$ cat config.mk
export PLATFORM = sky130hd
export DESIGN_NAME = if_fetch_unit
export DESIGN_NICKNAME = d
export VERILOG_FILES = /design/src/rtl/rv32i_types.sv /design/src/rtl/if_predecode.sv /design/src/rtl/if_fetch_unit.sv
export SDC_FILE = /design/constraint.sdc
export NUM_CORES = 1
export LEC_CHECK = 0
export ABC_AREA = 1
export CAP_MARGIN = 20
export CORE_UTILIZATION = 50
export CTS_BUF_LIST = sky130_fd_sc_hd__clkbuf_4
export DETAILED_ROUTE_END_ITERATION = 16
export HOLD_SLACK_MARGIN = 0.03
export PLACE_DENSITY_LB_ADDON = 0.1
export SLEW_MARGIN = 10
export SYNTH_ARGS = -nofsm -noshare
export SYNTH_HDL_FRONTEND = slang
export SYNTH_SLANG_ARGS = --single-unit
$ cat constraint.sdc
create_clock -name clk -period 40.6 [get_ports clk]
set_input_delay 10.15 -clock clk [delete_from_list [all_inputs] [get_ports clk]]
set_output_delay 10.15 -clock clk [all_outputs]
set_load 0.02 [all_outputs]
$ cat src/rtl/rv32i_types.sv
// rv32i_types: shared type definitions for the rv32 core front end.
//
// Contents:
//   rv32i_opcode      - base opcode encodings (op_jal, op_br, ...)
//   pc_instr_t        - one instruction-queue slot: valid, pc, instr, br_taken_pred
//   brq_entry_t       - branch-queue entry; fetch only consumes .branch_pc
//   if_state_t        - fetch-stage state encoding
//   FETCH_WIDTH_BITS  - log2 of the fetch width (block offset bits minus 2)
package rv32i_types;

    typedef enum logic [6:0] {
        op_lui   = 7'b0110111,
        op_auipc = 7'b0010111,
        op_jal   = 7'b1101111,
        op_jalr  = 7'b1100111,
        op_br    = 7'b1100011,
        op_load  = 7'b0000011,
        op_store = 7'b0100011,
        op_imm   = 7'b0010011,
        op_reg   = 7'b0110011
    } rv32i_opcode;

    typedef struct packed {
        logic        valid;
        logic [31:0] pc;
        logic [31:0] instr;
        logic        br_taken_pred;
    } pc_instr_t;

    typedef struct packed {
        logic        valid;
        logic [31:0] branch_pc;
        logic [31:0] target_pc;
        logic        taken;
    } brq_entry_t;

    typedef enum logic [1:0] {
        IF_FETCH,
        IF_DISCARD,
        IF_HOLD
    } if_state_t;

    function automatic int unsigned FETCH_WIDTH_BITS(input int unsigned fetch_width);
        return $clog2(fetch_width);
    endfunction

endpackage

$ cat src/rtl/if_predecode.sv
// if_predecode: combinational predecode of one fetch block.
//
// Ports:
//   rdata      in   block data, slot i at bits [32i+:32]
//   blk        in   aligned block address
//   pc         in   first pc to deliver within the block
//   br_taken   in   per-slot direction prediction for conditional branches
//   slot_mask  out  slots to deliver
//   taken_pred out  one-hot slot that redirects fetch (JAL or predicted-taken branch)
//   next_pc    out  pc of the instruction following this packet
module if_predecode
    import rv32i_types::*;
#(
    parameter int unsigned FETCH_WIDTH = 2
) (
    input  logic [32*FETCH_WIDTH-1:0] rdata,
    input  logic [31:0]               blk,
    input  logic [31:0]               pc,
    input  logic [FETCH_WIDTH-1:0]    br_taken,
    output logic [FETCH_WIDTH-1:0]    slot_mask,
    output logic [FETCH_WIDTH-1:0]    taken_pred,
    output logic [31:0]               next_pc
);

    localparam logic [31:0] BLK_BYTES = 32'(FETCH_WIDTH * 4);

    logic [31:0] instr;
    logic [31:0] slot_pc;
    logic [31:0] j_imm;
    logic [31:0] b_imm;
    logic        is_jal;
    logic        is_br_taken;
    logic        stop;

    always_comb begin
        slot_mask   = '0;
        taken_pred  = '0;
        next_pc     = blk + BLK_BYTES;
        stop        = 1'b0;
        instr       = '0;
        slot_pc     = '0;
        j_imm       = '0;
        b_imm       = '0;
        is_jal      = 1'b0;
        is_br_taken = 1'b0;
        for (int i = 0; i < FETCH_WIDTH; i++) begin
            instr       = rdata[32*i +: 32];
            slot_pc     = blk + 32'(4 * i);
            j_imm       = {{12{instr[31]}}, instr[19:12], instr[20], instr[30:21], 1'b0};
            b_imm       = {{20{instr[31]}}, instr[7], instr[30:25], instr[11:8], 1'b0};
            is_jal      = (instr[6:0] == op_jal);
            is_br_taken = (instr[6:0] == op_br) && br_taken[i];
            // Slots before pc belong to an earlier packet (redirect into mid-block);
            // the first redirecting slot ends the packet.
            if (!stop && (slot_pc >= pc)) begin
                slot_mask[i] = 1'b1;
                if (is_jal || is_br_taken) begin
                    taken_pred[i] = 1'b1;
                    next_pc       = slot_pc + (is_jal ? j_imm : b_imm);
                    stop          = 1'b1;
                end
            end
        end
    end

endmodule

$ cat src/rtl/if_fetch_unit.sv
// if_fetch_unit: front-end fetch stage. Fetches one aligned block at a time,
// predecodes JAL / predicted-taken branches and pushes a masked packet into
// the instruction queue. A response that meets a full queue is parked in a
// one-packet hold register; a redirect during an outstanding request is
// absorbed by discarding that request's response.
//
// Optional build macro: IF_PERF_CNT_EN adds perf_fetch_cnt / perf_stall_cnt /
// perf_flush_cnt (pushes, HOLD cycles, mispredict cycles).
//
// Ports:
//   clk, rst           clock, synchronous active-high reset
//   imem_addr/rmask    block request; held stable while outstanding
//   imem_resp/rdata    response for the outstanding request
//   instr_queue_*      packet, push strobe, full back-pressure
//   mispredict, br_PC  flush and redirect to br_PC.branch_pc
//   br_taken           per-slot direction prediction
//
// state      | meaning
// IF_FETCH   | request outstanding, response will be used
// IF_DISCARD | request outstanding, response is stale (redirect pending)
// IF_HOLD    | packet parked in hold register, no request outstanding
module if_fetch_unit
    import rv32i_types::*;
#(
    parameter int unsigned FETCH_WIDTH = 2,
    parameter logic [31:0] RESET_PC    = 32'h60000000
) (
    input  logic                      clk,
    input  logic                      rst,
    output logic [31:0]               imem_addr,
    output logic [3:0]                imem_rmask,
    input  logic                      imem_resp,
    input  logic [32*FETCH_WIDTH-1:0] imem_rdata,
    output pc_instr_t                 instr_queue_input [FETCH_WIDTH],
    output logic                      instr_queue_push,
    input  logic                      instr_queue_full,
    input  logic                      mispredict,
    input  brq_entry_t                br_PC,
    input  logic [FETCH_WIDTH-1:0]    br_taken
`ifdef IF_PERF_CNT_EN
    ,
    output logic [31:0]               perf_fetch_cnt,
    output logic [31:0]               perf_stall_cnt,
    output logic [31:0]               perf_flush_cnt
`endif
);

    localparam int unsigned OFS = FETCH_WIDTH_BITS(FETCH_WIDTH) + 2;

    function automatic logic [31:0] blk_of(input logic [31:0] a);
        return {a[31:OFS], {OFS{1'b0}}};
    endfunction

    if_state_t   state, state_d;
    logic [31:0] pc, pc_d;
    logic [31:0] redir_pc, redir_d;
    logic [31:0] hold_next_pc;
    pc_instr_t   hold_pkt  [FETCH_WIDTH];
    pc_instr_t   fresh_pkt [FETCH_WIDTH];
    logic        hold_load;

    logic [31:0]            blk_pc;
    logic [FETCH_WIDTH-1:0] pd_mask;
    logic [FETCH_WIDTH-1:0] pd_taken;
    logic [31:0]            pd_next_pc;

    logic unused_br_fields;
    assign unused_br_fields = ^{br_PC.valid, br_PC.target_pc, br_PC.taken};

    assign blk_pc = blk_of(pc);

    if_predecode #(.FETCH_WIDTH(FETCH_WIDTH)) u_predecode (
        .rdata      (imem_rdata),
        .blk        (blk_pc),
        .pc         (pc),
        .br_taken   (br_taken),
        .slot_mask  (pd_mask),
        .taken_pred (pd_taken),
        .next_pc    (pd_next_pc)
    );

    // State register
    always_ff @(posedge clk) begin
        if (rst) begin
            state    <= IF_FETCH;
            pc       <= RESET_PC;
            redir_pc <= RESET_PC;
        end else begin
            state    <= state_d;
            pc       <= pc_d;
            redir_pc <= redir_d;
        end
    end

    always_ff @(posedge clk) begin
        if (hold_load) begin
            hold_pkt     <= fresh_pkt;
            hold_next_pc <= pd_next_pc;
        end
    end

    // Next state. pc_d always names the pc whose block is being requested,
    // so the request address can be derived from it directly.
    always_comb begin
        state_d   = state;
        pc_d      = pc;
        redir_d   = redir_pc;
        hold_load = 1'b0;
        case (state)
            IF_FETCH: begin
                if (mispredict) begin
                    if (imem_resp) begin
                        pc_d = br_PC.branch_pc;
                    end else begin
                        redir_d = br_PC.branch_pc;
                        state_d = IF_DISCARD;
                    end
                end else if (imem_resp) begin
                    if (instr_queue_full) begin
                        hold_load = 1'b1;
                        state_d   = IF_HOLD;
                    end else begin
                        pc_d = pd_next_pc;
                    end
                end
            end
            IF_DISCARD: begin
                if (mispredict) begin
                    redir_d = br_PC.branch_pc;
                end
                if (imem_resp) begin
                    pc_d    = mispredict ? br_PC.branch_pc : redir_pc;
                    state_d = IF_FETCH;
                end
            end
            IF_HOLD: begin
                if (mispredict) begin
                    pc_d    = br_PC.branch_pc;
                    state_d = IF_FETCH;
                end else if (!instr_queue_full) begin
                    pc_d    = hold_next_pc;
                    state_d = IF_FETCH;
                end
            end
            default: state_d = IF_FETCH;
        endcase
    end

    // Outputs
    always_comb begin
        for (int i = 0; i < FETCH_WIDTH; i++) begin
            fresh_pkt[i] = '0;
            if (pd_mask[i]) begin
                fresh_pkt[i].valid         = 1'b1;
                fresh_pkt[i].pc            = blk_pc + 32'(4 * i);
                fresh_pkt[i].instr         = imem_rdata[32*i +: 32];
                fresh_pkt[i].br_taken_pred = pd_taken[i];
            end
        end

        for (int i = 0; i < FETCH_WIDTH; i++) begin
            instr_queue_input[i] = (state == IF_HOLD) ? hold_pkt[i] : fresh_pkt[i];
        end

        instr_queue_push = !rst && !mispredict && !instr_queue_full &&
                           (((state == IF_FETCH) && imem_resp) || (state == IF_HOLD));

        imem_addr  = blk_of(pc_d);
        imem_rmask = (rst || (state_d == IF_HOLD)) ? 4'h0 : 4'hF;
    end

`ifdef IF_PERF_CNT_EN
    always_ff @(posedge clk) begin
        if (rst) begin
            perf_fetch_cnt <= '0;
            perf_stall_cnt <= '0;
            perf_flush_cnt <= '0;
        end else begin
            if (instr_queue_push) perf_fetch_cnt <= perf_fetch_cnt + 32'd1;
            if (state == IF_HOLD) perf_stall_cnt <= perf_stall_cnt + 32'd1;
            if (mispredict)       perf_flush_cnt <= perf_flush_cnt + 32'd1;
        end
    end
`endif

endmodule
## Yosys cells after proc, flatten, opt, wreduce, memory -nomap -nowiden

Index checks and enable logic that the tools add are counted.
W data, S select, Z words.

- Bits in registers: 230
- Input port bits: 137
- Output and inout port bits: 169
- Word-level logic and storage cells: 93

- Add/subtract/negate cells: 4
- Order comparisons: 2
- Equality and inequality tests: 13
- Multiplexer cells: 41
- Reduce and logical (&&, ||, !) cells: 20

Operators by type and width:

| kind | count |
|---|---|
| $mux W32 | 14 |
| $mux W66 | 4 |
| $pmux W32 S3 | 1 |
| $add A32 B32 Y32 | 2 |
| $ge A32 B32 Y1 | 2 |
| $pmux W32 S2 | 1 |
| $mux W20 | 2 |
| $add A32 B3 Y32 const B | 1 |
| $add A32 B4 Y32 const B | 1 |
| $eq A7 B7 Y1 const B | 4 |
| $mux W2 | 7 |
| $mux W1 | 10 |
| $ne A2 B2 Y1 const B | 4 |
| $logic_and A1 B1 Y1 | 7 |
| $ne A3 B3 Y1 const B | 2 |
| $pmux W2 S3 | 1 |
| $reduce_and A5 Y1 | 1 |
| $eq A2 B2 Y1 const B | 2 |
| $logic_not A1 Y1 | 4 |
| $logic_or A1 B1 Y1 | 4 |
| $mux W4 | 1 |
| $reduce_and A3 Y1 | 1 |
| $reduce_bool A3 Y1 | 1 |
| $eq A2 B1 Y1 const B | 1 |
| other kinds (2) | 2 |

## Longest topological paths before layout

- Word-level depth: 12
- Mapped depth: 28
- Depth with buffers taken out: 26

## Cells and area by module

Synthesis repeated with hierarchy kept, for this count alone.

- Cell total of the unflattened synthesis: 3069
- Area, all modules: 20100.5 um^2

Modules (own cells, without submodules):

| module | times used | cells an instance | area an instance (um^2) | seq. area each (um^2) |
|---|---|---|---|---|
| if_fetch_unit | 1 | 1607 | 12231.7 | 6065.8 |
| if_predecode | 1 | 1462 | 7868.8 | 0.0 |

## Worst setup path before layout

OpenSTA, ideal clock, no wires.

- Path type: input port to output port
- From: in imem_rdata[3]
- To: out imem_addr[29]
- Data arrival time: 12795 ps
- Slack: 17655 ps
- Stages: 27
- Path buffers: 3
- Cell sequence: inv_1 nor3_1 nand2_1 clkbuf_1 clkbuf_1 nand2_1 o21ai_0 ha_1 inv_1 fa_1 inv_1 nand2_1 nand3_1 nand2_1 nand2_1 nand2_1 nand2_1 nand2_1 nand2_1 nand2_1 nand3_1 nand2_1 nand3_1 nand2_1 nand2_1 nand3_1 buf_4

- Longest elaborated chain between the ends: 12

Ends and longest elaborated chain:

| element | line | text |
|---|---|---|
| start: declaration | if_fetch_unit.sv:33 | `input logic [32*FETCH_WIDTH-1:0] imem_rdata,` |
| parallel branches: the longest is 7 deep, another holds $add A32 B32 Y32 | - |  |
| $mux W32 * | if_predecode.sv:55 | `if (!stop && (slot_pc >= pc)) begin` |
| $mux W32 * | if_fetch_unit.sv:119 | `if (instr_queue_full) begin` |
| $mux W32 * | if_fetch_unit.sv:118 | `end else if (imem_resp) begin` |
| $mux W32 * | if_fetch_unit.sv:111 | `if (mispredict) begin` |
| $pmux W32 S3 * | if_fetch_unit.sv:109 | `case (state)` |
| end: declaration | if_fetch_unit.sv:30 | `output logic [31:0] imem_addr,` |

Mark *: on every way between the ends. The select of a mux whose other input is x is not followed.

## Worst setup path in the final report

- From: in imem_rdata[4]
- To: out imem_addr[6]

The elaborated chain is that of the path after synthesis.

==> results.txt <==
status - complete, no violations
Sw Pwr - 0.000290 W
I/O pin cnt - 306
WL final - 69,400 um
critical path class - primary input to output pin
maximum root-to-sink buffer count - 3
final setup fails - 0
CTS Buf Count - 66
All-Layer GR Usage - 0.375
number of gates resized after CTS - 0
Final Hold Vio Count - 0
Final Instance Count excl. Fillers - 3,575
maximum VDD drop - 0.0224 mV
sequential power share - 0.360
Post-CTS Setup Inserts - 0
Worst setup SP type - primary input
crit path from - imem_rdata[4]
Initial Utilization - 0.508
largest net degree at the start of global routing - 91
Synth Warn # - 0
ys flop type - edfxtp_1
die width - 192 um
DR WL met3 - 7440 um
CTS tree - done
top sig layer - met4
commonest non-fill, non-tap cell in the layout - nand2_1
Post-synth EDFFs - 157
slowest stage delay, CP - 0.72 ns
Hold Crit Start - redir_pc[30]
Row Count - 69
GP Congestion - 0.983
worst r2r src - pc[0]
flops & latches, synth - 223
vias after detailed routing - 20,272
Clock Skew - 0.0243 ns
global-route wire length before repair - 104,000 um
Avg Cell Area, Syn - 6.33 um^2
CTS Hold Bufs - 0
Int Pwr - 0.000476 W
share of layout cells above drive strength 1 - 0.0605
commonest non-fill, non-tap cells in the layout - 1,037 x nand2_1, 332 x nor2_1, 304 x inv_1, 262 x clkdlybuf4s50_1, 177 x a21oi_1
WL met2 - 29,500 um
Layout fillers - 3,492
Max-slew headroom - 0.216
average wire per cell in the routed design - 19.4 um
wl on met1 - 28,100 um
root buffer cell - clkbuf_4
Comb pwr share - 0.335
Nets - 3,255
DR iter-0 viols - 2,017
period utilization - 0.619
CP endpoint kind - output pin
Static Leak - 10.1 nW
Port Buf Inserts - 263
core area - 0.0356 mm^2
Post-Place Cells - 3,450
WP data required - 30.45 ns
mapped cell area - 0.0181 mm^2
sequential fraction of the synthesis area - 0.334
Final Power - 0.000765 W
Crit Path Max Fanout - 37
DR DRC count - 0
Slew @ Worst Pin - 1.17 ns
Net Sw Frac - 0.378
CP arrival - 14.96 ns
final slew viol count - 0
CP top delay family - simple AND/OR/NAND/NOR gates
fmax - 39.8 MHz
DR pass1 iterations - 6
crit path cell chain - clkdlybuf4s50_1 > nor3_2 > nand2_1 > nand2_2 > nand2_4 > nand3_4 > inv_2 > nand2_1 > o21ai_1 > o21ai_1 > a211oi_1 > inv_1 > clkdlybuf4s50_1
Die H - 192 um
Max-Cap Viols - 0
Antenna Nets Post-Route - 0
hpwl dp - 49,200 um
clk sink count - 223
Cell variety after synth - 54
worst min path class - flop to flop
area grow syn2layout - 19.5%
initial antenna violation count - 3
synthesized instance count - 2,858
grt ovf - 0
setup tns final - 0 ns
Die ar. - 0.0369 mm^2
Worst-path clk slew - 0.06 ns
minimum clock period - 25.11 ns
CP max stage cell - inv_2
clock share of power - 0.305
Clock Latency Late Sink - 0.76 ns
async set-or-reset flop fraction in the synthesized netlist - 0
Via density - 5.67
CP bufs+invs - 4
PwrDens - 35.4 mW/mm^2
vias in the first global route - 18,694
htree depth - 3
RSZ-0062 raised after global routing - false
==> power groups by stage <==
stage,registers (W),logic [W],clock network [W]
after floorplan,0.000271,0.000162,0
final,0.000275,0.000256,0.000234
after global placement,0.000278,0.000247,0
after CTS,0.000274,0.000251,0.000237
after detailed placement,0.000278,0.000250,0
after global routing,0.000275,0.000279,0.000249
==> through the flow <==
stage | setup slack, ns | hold slack [ns] | cell area [um^2] | util
floorplan | 17.66 | 0.445 | 18100 | -
global placement | 15.71 | 0.453 | 20700 | 0.581
detailed placement | 15.71 | 0.462 | 20700 | 0.582
CTS | 15.68 | 0.478 | 21600 | 0.607
global route | 15.36 | 0.502 | 21600 | 0.608
finish | 15.49 | 0.478 | 21600 | 0.608
==> layout make-up <==
class                   count  area (um^2)  area share
diodes                      4         10.0    0.000463
clock buffers             100          751      0.0347
clock inverters            20          143     0.00660
inverters                 328         1230      0.0571
multi-input cells        2150        10000       0.464
flip-flops and latches    223         6040       0.279
well taps                 461          577      0.0267
repair buffers            289         2850       0.132
==> cell families after synthesis <==
family                   count (synthesis)  share of synthesized area
AND/OR/NAND/NOR                       1625                      0.366
buffers and inverters                  492                      0.115
AO/OA/AOI/OAI                          432                      0.131
flip-flops                             223                      0.334
adder cells (fa/ha/maj)                 60                     0.0423
XOR/XNOR                                25                     0.0121
other                                    1                   0.000207
==> worst register-to-register path: stages, from the launching register on <==
cell and delay, ns:
dfxtp_1 0.39, nor2_1 0.10, nand2_2 0.06, buf_4 0.57, inv_1 0.36, nand2_4 0.49, nand3_4 0.57, inv_2 0.75
nand2_1 0.10, o21ai_1 0.21, o21ai_1 0.11, a211oi_1 0.65, nor2_1 0.07
==> state kept, by name, summed over array words and instances, names as in the netlist <==
name	flops
hold_next_pc	31
hold_pkt	126
pc	32
redir_pc	32
state	2
==> layer usage <==
| layer | vias up | GRT usage |
|---|---|---|
| met4 | 0 | 0.225 |
| met3 | 251 | 0.0844 |
| met1 | 9180 | 0.489 |
| li1 | 9650 | - |
| met2 | 1191 | 0.567 |
| met5 | - | 0 |
==> final timing paths <==
kind,to,slack [ns],depth (start not counted)
max,imem_addr[6],15.49,13
min,redir_pc[30],0.48,2
max reg2reg,pc[6],36.05,12
min reg2reg,redir_pc[30],0.48,2
==> synthesized netlist by cell type (2+ instances only) <==
master    number  area share
a211oi_1       2     0.00083
a21boi_0       2     0.00083
a21o_1         7      0.0029
a21oi_1      177       0.049
a22o_1         4      0.0019
a31oi_1       26      0.0090
and2_1        15      0.0052
buf_1         15      0.0031
buf_2         40       0.011
buf_4         45       0.019
clkbuf_1      62       0.013
clkinv_1       7      0.0015
dfxtp_1       66       0.073
edfxtp_1     157        0.26
fa_1           2      0.0022
ha_1          58       0.040
inv_1        304       0.063
inv_2         17      0.0035
nand2_1     1039        0.22
nand2_2        6      0.0021
nand3_1      151       0.042
nand3_2        2      0.0011
nand3b_1       8      0.0033
nand4_1       29       0.010
nor2_1       334       0.069
nor2_2         3      0.0010
nor3_1        17      0.0047
nor3_2         8      0.0044
nor3_4         2      0.0018
nor4_1         4      0.0014
o211ai_1       8      0.0033
o21ai_0      154       0.043
o21ai_1       11      0.0030
o21ai_2        3      0.0015
o21bai_1       8      0.0033
o22ai_1        5      0.0017
o311ai_0       7      0.0034
o31ai_1       13      0.0054
or2_2          2     0.00069
xnor2_1        9      0.0044
xor2_1        16      0.0077
(Power assumes the default switching activity.)
